## src/rtl/arp_requester.sv

```systemverilog
// ARP requester: broadcasts a request for a target IPv4 address and waits for the matching reply.
// States: IDLE accept request | SEND emit 42-byte frame | WAIT reply or timeout | DONE result strobe
module arp_requester #(
  parameter int unsigned TIMEOUT_CYCLES = 1000000,
  parameter int unsigned MAX_RETRIES    = 3
) (
  input  logic        clk,
  input  logic        rst,
  input  logic [47:0] hw_addr_i,
  input  logic [31:0] ipv4_addr_i,
  input  logic        req_valid_i,
  input  logic [31:0] req_ip_i,
  output logic        req_ready_o,
  output logic        rsp_valid_o,
  output logic        rsp_ok_o,
  output logic [47:0] rsp_mac_o,
  input  logic        mac_rx_valid_i,
  input  logic [7:0]  mac_rx_data_i,
  output logic        mac_tx_valid_o,
  output logic [7:0]  mac_tx_data_o,
  input  logic        mac_tx_ack_i
);

  localparam int unsigned TW = (TIMEOUT_CYCLES > 1) ? $clog2(TIMEOUT_CYCLES) : 1;
  localparam int unsigned RW = (MAX_RETRIES > 0) ? $clog2(MAX_RETRIES + 1) : 1;
  localparam logic [TW-1:0] T_LAST    = TW'(TIMEOUT_CYCLES - 1);
  localparam logic [RW-1:0] R_MAX     = RW'(MAX_RETRIES);
  localparam logic [5:0]    LAST_BYTE = 6'd41;
  localparam logic [5:0]    RX_FULL   = 6'd42;

  typedef enum logic [1:0] {S_IDLE, S_SEND, S_WAIT, S_DONE} state_t;

  state_t        state;
  logic [5:0]    tx_idx;
  logic [TW-1:0] tcount;
  logic [RW-1:0] retries;
  logic [31:0]   target_ip;

  logic [5:0]    rx_idx;
  logic          rx_bad;
  logic [47:0]   rx_sha;
  logic          rx_byte_ok;
  logic          rx_done;

  function automatic logic [7:0] mac_byte(input logic [47:0] mac, input logic [2:0] k);
    case (k)
      3'd0:    return mac[47:40];
      3'd1:    return mac[39:32];
      3'd2:    return mac[31:24];
      3'd3:    return mac[23:16];
      3'd4:    return mac[15:8];
      3'd5:    return mac[7:0];
      default: return 8'h00;
    endcase
  endfunction

  function automatic logic [7:0] ip_byte(input logic [31:0] ip, input logic [1:0] k);
    case (k)
      2'd0:    return ip[31:24];
      2'd1:    return ip[23:16];
      2'd2:    return ip[15:8];
      default: return ip[7:0];
    endcase
  endfunction

  function automatic logic [7:0] tx_byte(input logic [5:0] i, input logic [47:0] mac,
                                         input logic [31:0] own_ip, input logic [31:0] tgt);
    logic [7:0] b;
    b = 8'h00;
    if (i <= 6'd5) begin
      b = 8'hFF;
    end else if (i <= 6'd11) begin
      b = mac_byte(mac, 3'(i - 6'd6));
    end else begin
      case (i)
        6'd12:   b = 8'h08;
        6'd13:   b = 8'h06;
        6'd14:   b = 8'h00;
        6'd15:   b = 8'h01;
        6'd16:   b = 8'h08;
        6'd17:   b = 8'h00;
        6'd18:   b = 8'h06;
        6'd19:   b = 8'h04;
        6'd20:   b = 8'h00;
        6'd21:   b = 8'h01;
        default: begin
          if (i >= 6'd22 && i <= 6'd27)
            b = mac_byte(mac, 3'(i - 6'd22));
          else if (i >= 6'd28 && i <= 6'd31)
            b = ip_byte(own_ip, 2'(i - 6'd28));
          else if (i >= 6'd38 && i <= 6'd41)
            b = ip_byte(tgt, 2'(i - 6'd38));
        end
      endcase
    end
    return b;
  endfunction

  // Reply header matches the request header except oper (byte 21) is 2.
  always_comb begin
    rx_byte_ok = 1'b1;
    if (rx_idx <= 6'd5)
      rx_byte_ok = (mac_rx_data_i == mac_byte(hw_addr_i, 3'(rx_idx)));
    else if (rx_idx >= 6'd12 && rx_idx <= 6'd20)
      rx_byte_ok = (mac_rx_data_i == tx_byte(rx_idx, hw_addr_i, ipv4_addr_i, target_ip));
    else if (rx_idx == 6'd21)
      rx_byte_ok = (mac_rx_data_i == 8'h02);
    else if (rx_idx >= 6'd28 && rx_idx <= 6'd31)
      rx_byte_ok = (mac_rx_data_i == ip_byte(target_ip, 2'(rx_idx - 6'd28)));
    else if (rx_idx >= 6'd38 && rx_idx <= 6'd41)
      rx_byte_ok = (mac_rx_data_i == ip_byte(ipv4_addr_i, 2'(rx_idx - 6'd38)));
  end

  always_ff @(posedge clk or posedge rst) begin
    if (rst) begin
      rx_idx <= '0;
      rx_bad <= 1'b0;
      rx_sha <= '0;
    end else if (mac_rx_valid_i) begin
      if (rx_idx != RX_FULL)
        rx_idx <= rx_idx + 6'd1;
      if (rx_idx == 6'd0)
        rx_bad <= ~rx_byte_ok;
      else if (!rx_byte_ok)
        rx_bad <= 1'b1;
      if (rx_idx >= 6'd22 && rx_idx <= 6'd27)
        rx_sha <= {rx_sha[39:0], mac_rx_data_i};
    end else begin
      rx_idx <= '0;
    end
  end

  // rx_idx only holds 42 during the falling cycle, so this is a single-cycle pulse.
  assign rx_done = !mac_rx_valid_i && (rx_idx == RX_FULL) && !rx_bad;

  assign req_ready_o = (state == S_IDLE) && !rst;

  always_ff @(posedge clk or posedge rst) begin
    if (rst) begin
      state          <= S_IDLE;
      tx_idx         <= '0;
      tcount         <= '0;
      retries        <= '0;
      target_ip      <= '0;
      mac_tx_valid_o <= 1'b0;
      mac_tx_data_o  <= '0;
      rsp_valid_o    <= 1'b0;
      rsp_ok_o       <= 1'b0;
      rsp_mac_o      <= '0;
    end else begin
      case (state)
        S_IDLE: begin
          if (req_valid_i) begin
            target_ip      <= req_ip_i;
            retries        <= '0;
            tx_idx         <= '0;
            mac_tx_valid_o <= 1'b1;
            mac_tx_data_o  <= 8'hFF;
            state          <= S_SEND;
          end
        end
        S_SEND: begin
          if (mac_tx_valid_o && mac_tx_ack_i) begin
            if (tx_idx == LAST_BYTE) begin
              mac_tx_valid_o <= 1'b0;
              tcount         <= '0;
              state          <= S_WAIT;
            end else begin
              tx_idx        <= tx_idx + 6'd1;
              mac_tx_data_o <= tx_byte(tx_idx + 6'd1, hw_addr_i, ipv4_addr_i, target_ip);
            end
          end
        end
        S_WAIT: begin
          if (rx_done) begin
            rsp_valid_o <= 1'b1;
            rsp_ok_o    <= 1'b1;
            rsp_mac_o   <= rx_sha;
            state       <= S_DONE;
          end else if (tcount == T_LAST) begin
            if (retries < R_MAX) begin
              retries        <= retries + 1'b1;
              tx_idx         <= '0;
              mac_tx_valid_o <= 1'b1;
              mac_tx_data_o  <= 8'hFF;
              state          <= S_SEND;
            end else begin
              rsp_valid_o <= 1'b1;
              rsp_ok_o    <= 1'b0;
              rsp_mac_o   <= '0;
              state       <= S_DONE;
            end
          end else begin
            tcount <= tcount + 1'b1;
          end
        end
        S_DONE: begin
          rsp_valid_o <= 1'b0;
          state       <= S_IDLE;
        end
        default: state <= S_IDLE;
      endcase
    end
  end

endmodule
```

## config.mk

```make
export PLATFORM = sky130hd
export DESIGN_NAME = arp_requester
export DESIGN_NICKNAME = d
export VERILOG_FILES = /design/src/rtl/arp_requester.sv
export SDC_FILE = /design/constraint.sdc
export NUM_CORES = 1
export LEC_CHECK = 0
export BUFFER_PORTS_ARGS = -buffer_cell sky130_fd_sc_hd__buf_2
export CAP_MARGIN = 20
export CORE_AREA = 2 2 140 142
export CTS_CLUSTER_DIAMETER = 60
export DETAILED_ROUTE_END_ITERATION = 8
export DIE_AREA = 0 0 142 144
export MAX_ROUTING_LAYER = met4
export PLACE_DENSITY = 0.8
export SETUP_SLACK_MARGIN = 0.5
export SYNTH_ARGS = -nofsm -noshare
export SYNTH_HDL_FRONTEND = slang
export SYNTH_SLANG_ARGS = --single-unit
```

## constraint.sdc

```tcl
create_clock -name clk -period 7.4 [get_ports clk]
set_clock_uncertainty 0.1 [all_clocks]
set_input_delay 0.37 -clock clk [delete_from_list [all_inputs] [get_ports clk]]
set_output_delay 0.37 -clock clk [all_outputs]
set_load 0.03 [all_outputs]
```

# Word level (Yosys, flattened, before mapping)
# Cells that the tools add are included.
totals:
  inputBits: 125
  reg_bits: 176
  output_inout_bits: 60
classes:
  n_eq_ne: 78
  magnitude_cmp: 19
  mux: 91
  n_reduce_logical: 48
  add_sub_neg: 12
  bitwise: 1
ops:
  columns: ["operator", "count"]
  rows:
  - ["one-hot mux 8 bit (6 select lines)", 5]
  - ["two-way mux 8 bit", 27]
  - ["one-hot mux 8 bit (3 select lines)", 7]
  - ["two-way mux 48 bit", 3]
  - ["two-way mux 20 bit", 4]
  - ["one-hot mux 8 bit (5 select lines)", 2]
  - ["equality test 6 x 5 -> 1 bit (second input constant)", 12]
  - ["equality test 6 x 4 -> 1 bit (second input constant)", 8]
  - ["two-way mux 6 bit", 8]
  - ["one-hot mux 20 bit (2 select lines)", 1]
  - ["equality test 8 bit", 4]
  - ["equality test 3 x 2 -> 1 bit (second input constant)", 10]
  - ["equality test 3 bit (second input constant)", 10]
  - ["less-or-equal comparator 6 x 5 -> 1 bit (second input constant)", 5]
  - [">= comparator 6 x 5 -> 1 bit (second input constant)", 4]
  - ["adder 20 x 1 -> 20 bit (second input constant)", 1]
  - ["equality test 20 bit (second input constant)", 1]
  - ["two-way mux 2 bit", 10]
  - ["two-way mux 1 bit", 19]
  - ["inequality test 2 bit (second input constant)", 9]
  - ["one-hot mux 6 bit (3 select lines)", 1]
  - ["equality test 3 x 1 -> 1 bit (second input constant)", 5]
  - ["zero test 3 bit", 5]
  - ["AND reduction 7 bit", 2]
  - ["35 further kinds", 86]

# Logic depth before layout (Yosys ltp)
logic_depth:
  ltp_word: 16
  ltp_mapped: 13

# Least setup slack after synthesis
# OpenSTA, ideal clock, no wires.
synth_timing:
  path_kind: "reg2reg"
  startpoint: "register tx_idx[0]"
  endpoint: "register mac_tx_data_o[0]"
  required_time_ps: 7167
  setup_ps: 133
  stages_incl_launch_ff: 10
  arrival_time_ps: 2852
  setup_slack_ps: 4314
  path_cell_list: "dfrtp_1 ha_1 xnor2_1 inv_1 ha_1 mux2_2 a222oi_1 a21oi_1 a2111oi_0 nor2_1"
synth_via:
  elab_chain_len: 13
synth_rtl:
  columns: ["item", "line_no", "rtl"]
  rows:
  - ["from (decl)", "34", "logic [5:0] tx_idx;"]
  - ["from (signal assigned)", "169", "tx_idx <= tx_idx + 6'd1;"]
  - ["adder 6 x 1 -> 6 bit", "170", "mac_tx_data_o <= tx_byte(tx_idx + 6'd1, hw_addr_i, ipv4_addr_i, target_ip);"]
  - ["subtractor 2 bit", "92", "b = ip_byte(tgt, 2'(i - 6'd38));"]
  - ["equality test 2 bit (tied with other cells)", "58", "case (k)"]
  - ["one-hot mux 8 bit (3 select lines)", "58", null]
  - ["two-way mux 8 bit", "91", "else if (i >= 6'd38 && i <= 6'd41)"]
  - ["two-way mux 8 bit", "89", "else if (i >= 6'd28 && i <= 6'd31)"]
  - ["two-way mux 8 bit", "87", "if (i >= 6'd22 && i <= 6'd27)"]
  - ["one-hot mux 8 bit (5 select lines)", "75", "case (i)"]
  - ["two-way mux 8 bit", "72", "end else if (i <= 6'd11) begin"]
  - ["two-way mux 8 bit", "70", "if (i <= 6'd5) begin"]
  - ["two-way mux 8 bit", "164", "if (tx_idx == LAST_BYTE) begin"]
  - ["two-way mux 8 bit", "163", "if (mac_tx_valid_o && mac_tx_ack_i) begin"]
  - ["one-hot mux 8 bit (3 select lines)", "151", "case (state)"]
  - ["to (signal assigned)", "170", null]
  - ["to (decl)", "20", "output logic [7:0] mac_tx_data_o,"]
# Several ways; a longest one is shown, not always the timed one. The select of a mux whose other input is x is not followed.
# A chain may end at the register's enable or synchronous reset.

# Final worst setup path
layout_timing:
  startpoint: "register rx_idx[0]"
  endpoint: "register mac_tx_data_o[2]"
layout_via:
  elab_chain_len: 5
layout_rtl:
  columns: ["item", "line_no", "rtl"]
  rows:
  - ["from (decl)", "39", "logic [5:0] rx_idx;"]
  - ["from (signal assigned)", "121", "rx_idx <= rx_idx + 6'd1;"]
  - ["equality test 6 bit", "134", "assign rx_done = !mac_rx_valid_i && (rx_idx == RX_FULL) && !rx_bad;"]
  - ["logical AND 1 bit (2 in series)", "134", null]
  - ["inequality test 2 bit (no line)", null, null]
  - ["AND reduction 7 bit (no line)", null, null]
# No other way between the ends.

==> metrics.csv <==
metric;value;unit
Worst-Skew Late Latency;450;ps
maximum clock rate;0.271;GHz
total CTS buffers;17;
fill cell total of the finished layout;1540;
largest family of logic cells by synthesized area;compound AO/OA/AOI/OAI gates;
I/O Pins;185;
DRT Wirelength;32300;um
number of instances resized during post-cts repair;0;
pin count of the biggest net entering global routing;105;
Sum Neg Setup Slack;0;ps
mux cell area share after synthesis;10.7;%
most used flip-flop cell after synthesis;dfrtp_1;
Tmin final;3690;ps
post-synthesis cell type with the largest combined area;dfrtp_1;
run status;finished with violations;
height of the chip;144;um
Mapped Nets;1202;
Synth Area in Simple Gates;12.1;%
crit path launch type;register;
total congestion overflow;0;
HPWL after DPL;22300;um
signal arrival time at the worst endpoint;3910;ps
Syn-to-layout area delta;15.8;%
buffers from clock root to sink, at most;2;
detailed-route DRC error count;43;
crit share post-route;49.9;%
Slew Limit Headroom;27.6;%
Mapped Avg Cell Area;10.1;um^2
worst vdd ir;217;uV
violations in the final reports;DRC;
post-CTS repair timing setup buffer count;0;
leakage power of the design;5.58;nW
count of endpoints failing setup in the final report;0;
area of the multi-input gates;5760;um^2
instance count of the mapped netlist;1055;
actual slew at the worst max-slew pin;1090;ps
most common cell after layout, fill and taps aside;buf_2;
final-report hold violation count;0;
number of global-route vias before repair;9388;
count of antenna diodes in the layout;0;
distinct cell type count after synthesis;70;
Design Power;3.52;mW
end point of the most critical hold path;target_ip[5];
r2r endpoint;mac_tx_data_o[2];
number of DRC markers after the initial detailed-route iteration;1466;
worst reg-to-reg path cell count;11;
maximum fanout along the worst path;55;
cell types with the largest area share after synthesis;dfrtp_1, mux2_2, a222oi_1;
net total in the final layout;1336;
clock root buffer;clkbuf_16;
Post-CTS Hold Fix Bufs;0;
Worst setup EP type;register;
final slew viol count;0;
antenna-violating nets left;0;
fraction of synthesized cell area taken by the top area cell type;41.5;%
count of maximum capacitance violations;0;
FFs w/ async S/R, synth;100;%
pwr dens;287;nW/um^2
Vias per Instance;6.88;
warnings from Yosys;0;
Routed WL per cell;22.4;um
Synth Area in Compound Gates;25.4;%
PortBufs;184;
type of the worst min-delay path;in -> reg;
start of the worst register-to-register path;rx_idx[0];
XOR/XNOR share of the synthesized area;3.39;%
die width;142;um
TritonCTS clock tree;yes;
unrepaired setup endpoints after global routing;false;
critical path start-end classification;reg -> reg;
die area;20400;um^2
TritonRoute pass-1 iters;9;
commonest cells after routing, fill and taps aside;buf_2, dfrtp_1, mux2_2;
overall track demand over capacity in global routing;32.9;%
initial antenna violation count;0;
standard-cell rows;51;
post-synthesis cell area;10600;um^2
standard cell core area;19100;um^2
CTS H-tree lvls;4;
share of cells above drive strength 1;28.0;%
synthesized flop and latch total;176;
required time at the endpoint of the critical path;7610;ps
worst hold stages;3;
placer's final routability congestion estimate;1.02;
Post-synth EDFFs;0;
hold_sp;req_ip_i[5];
register clock-pin slew on the reported worst setup and hold paths;90;ps
fraction of the yosys area taken by sequential cells;41.5;%
overall via count from detail_route;9906;
clk sinks;176;
wire length of the first global-routing pass;50900;um
initial standard-cell utilization of the core;55.6;%
Synth Area in Adders;2.59;%
register-to-register path setup slack;3710;ps
Sequential Area;4400;um^2
## area by class of cell
cell class	instances	share of cell area, %
well taps	238	2.42
repair buffers	198	8.45
multi-input cells	759	46.9
flip-flops and latches	176	35.8
inverters	37	1.17
clock buffers	17	3.46
clock inverters	15	1.73
## synth_stat cells (all sizes together) (12+ instances only)
| library cell | count |
|---|---|
| nand3 | 20 |
| mux2i | 22 |
| buf | 25 |
| a21oi | 36 |
| ha | 22 |
| a222oi | 65 |
| dfrtp | 176 |
| nor2 | 53 |
| clkbuf | 58 |
| inv | 37 |
| a221oi | 23 |
| a22o | 59 |
| mux2 | 81 |
| o21ai | 65 |
| nand2 | 74 |
| nor3 | 17 |
| xnor2 | 36 |
| nor2b | 12 |
| a22oi | 27 |
## sequential cells by signal, indices dropped and copies added, names as in the netlist
| signal | flops |
|---|---|
| rsp_mac_o | 48 |
| rx_sha | 48 |
| target_ip | 32 |
| tcount | 20 |
| mac_tx_data_o | 8 |
| rx_idx | 6 |
| tx_idx | 6 |
| retries | 2 |
| state | 2 |
| mac_tx_valid_o | 1 |
| rsp_ok_o | 1 |
| rsp_valid_o | 1 |
| rx_bad | 1 |
## worst max-delay path, stage by stage (launching register included)
cell and delay [ps]:
dfrtp_1 470, inv_1 140, ha_2 200, buf_4 300, nor2b_1 260, nand4_1 410
nand4b_1 300, nor2_2 240, a21o_1 410, o211ai_4 200, a2111oi_2 400, nor2_1 80
## power breakdown
group | leakage (nW) | internal (mW) | switching, mW
combinational | 2.93 | 0.512 | 0.820
clock | 0.309 | 0.476 | 0.483
sequential | 2.34 | 1.09 | 0.145
## worst max path at each step
stage / from / to / slack, ps / depth (start not counted)
floorplan: rst / mac_tx_data_o[0] / 2160 / 1
global placement: rx_idx[0] / mac_tx_data_o[2] / 3900 / 11
detailed placement: rx_idx[0] / rsp_mac_o[14] / 3770 / 7
CTS: rx_idx[0] / rsp_mac_o[14] / 3750 / 7
global route: rx_idx[0] / mac_tx_data_o[2] / 3450 / 11
finish: rx_idx[0] / mac_tx_data_o[2] / 3710 / 11
## per-layer routing
metal	share of wire, %	routed length (um)	vias up	GRT usage, %
li1	-	-	4357	-
met1	40	13100	4816	42.4
met2	46	14900	608	51.1
met3	8.7	2810	125	6.06
met4	4.6	1490	0	14.4
met5	0	0	-	-
## cells by family (layout without fill, tap and decap cells)
logic type / Yosys count / after routing
simple gates: 245 / 245
buf+inv: 120 / 267
flops: 176 / 176
fa+ha+maj: 22 / 22
compound gates: 348 / 348
mux: 103 / 103
xor+xnor: 41 / 41
## stage by stage
| stage | hold slack (ps) | instance area, um^2 | instances | utilization, % | setup slack, ps |
|---|---|---|---|---|---|
| after CTS | 16.5 | 12300 | 1439 | 64.3 | 3750 |
| final | 32.8 | 12300 | 1440 | 64.4 | 3710 |
| after global placement | 359 | 11600 | 1407 | 60.9 | 3900 |
| after detailed placement | 366 | 11600 | 1407 | 60.9 | 3770 |
| after floorplan | 368 | 10600 | 1055 | - | 2160 |
| after global routing | 35.4 | 12300 | 1440 | 64.4 | 3450 |
(Power assumes the default switching activity.)
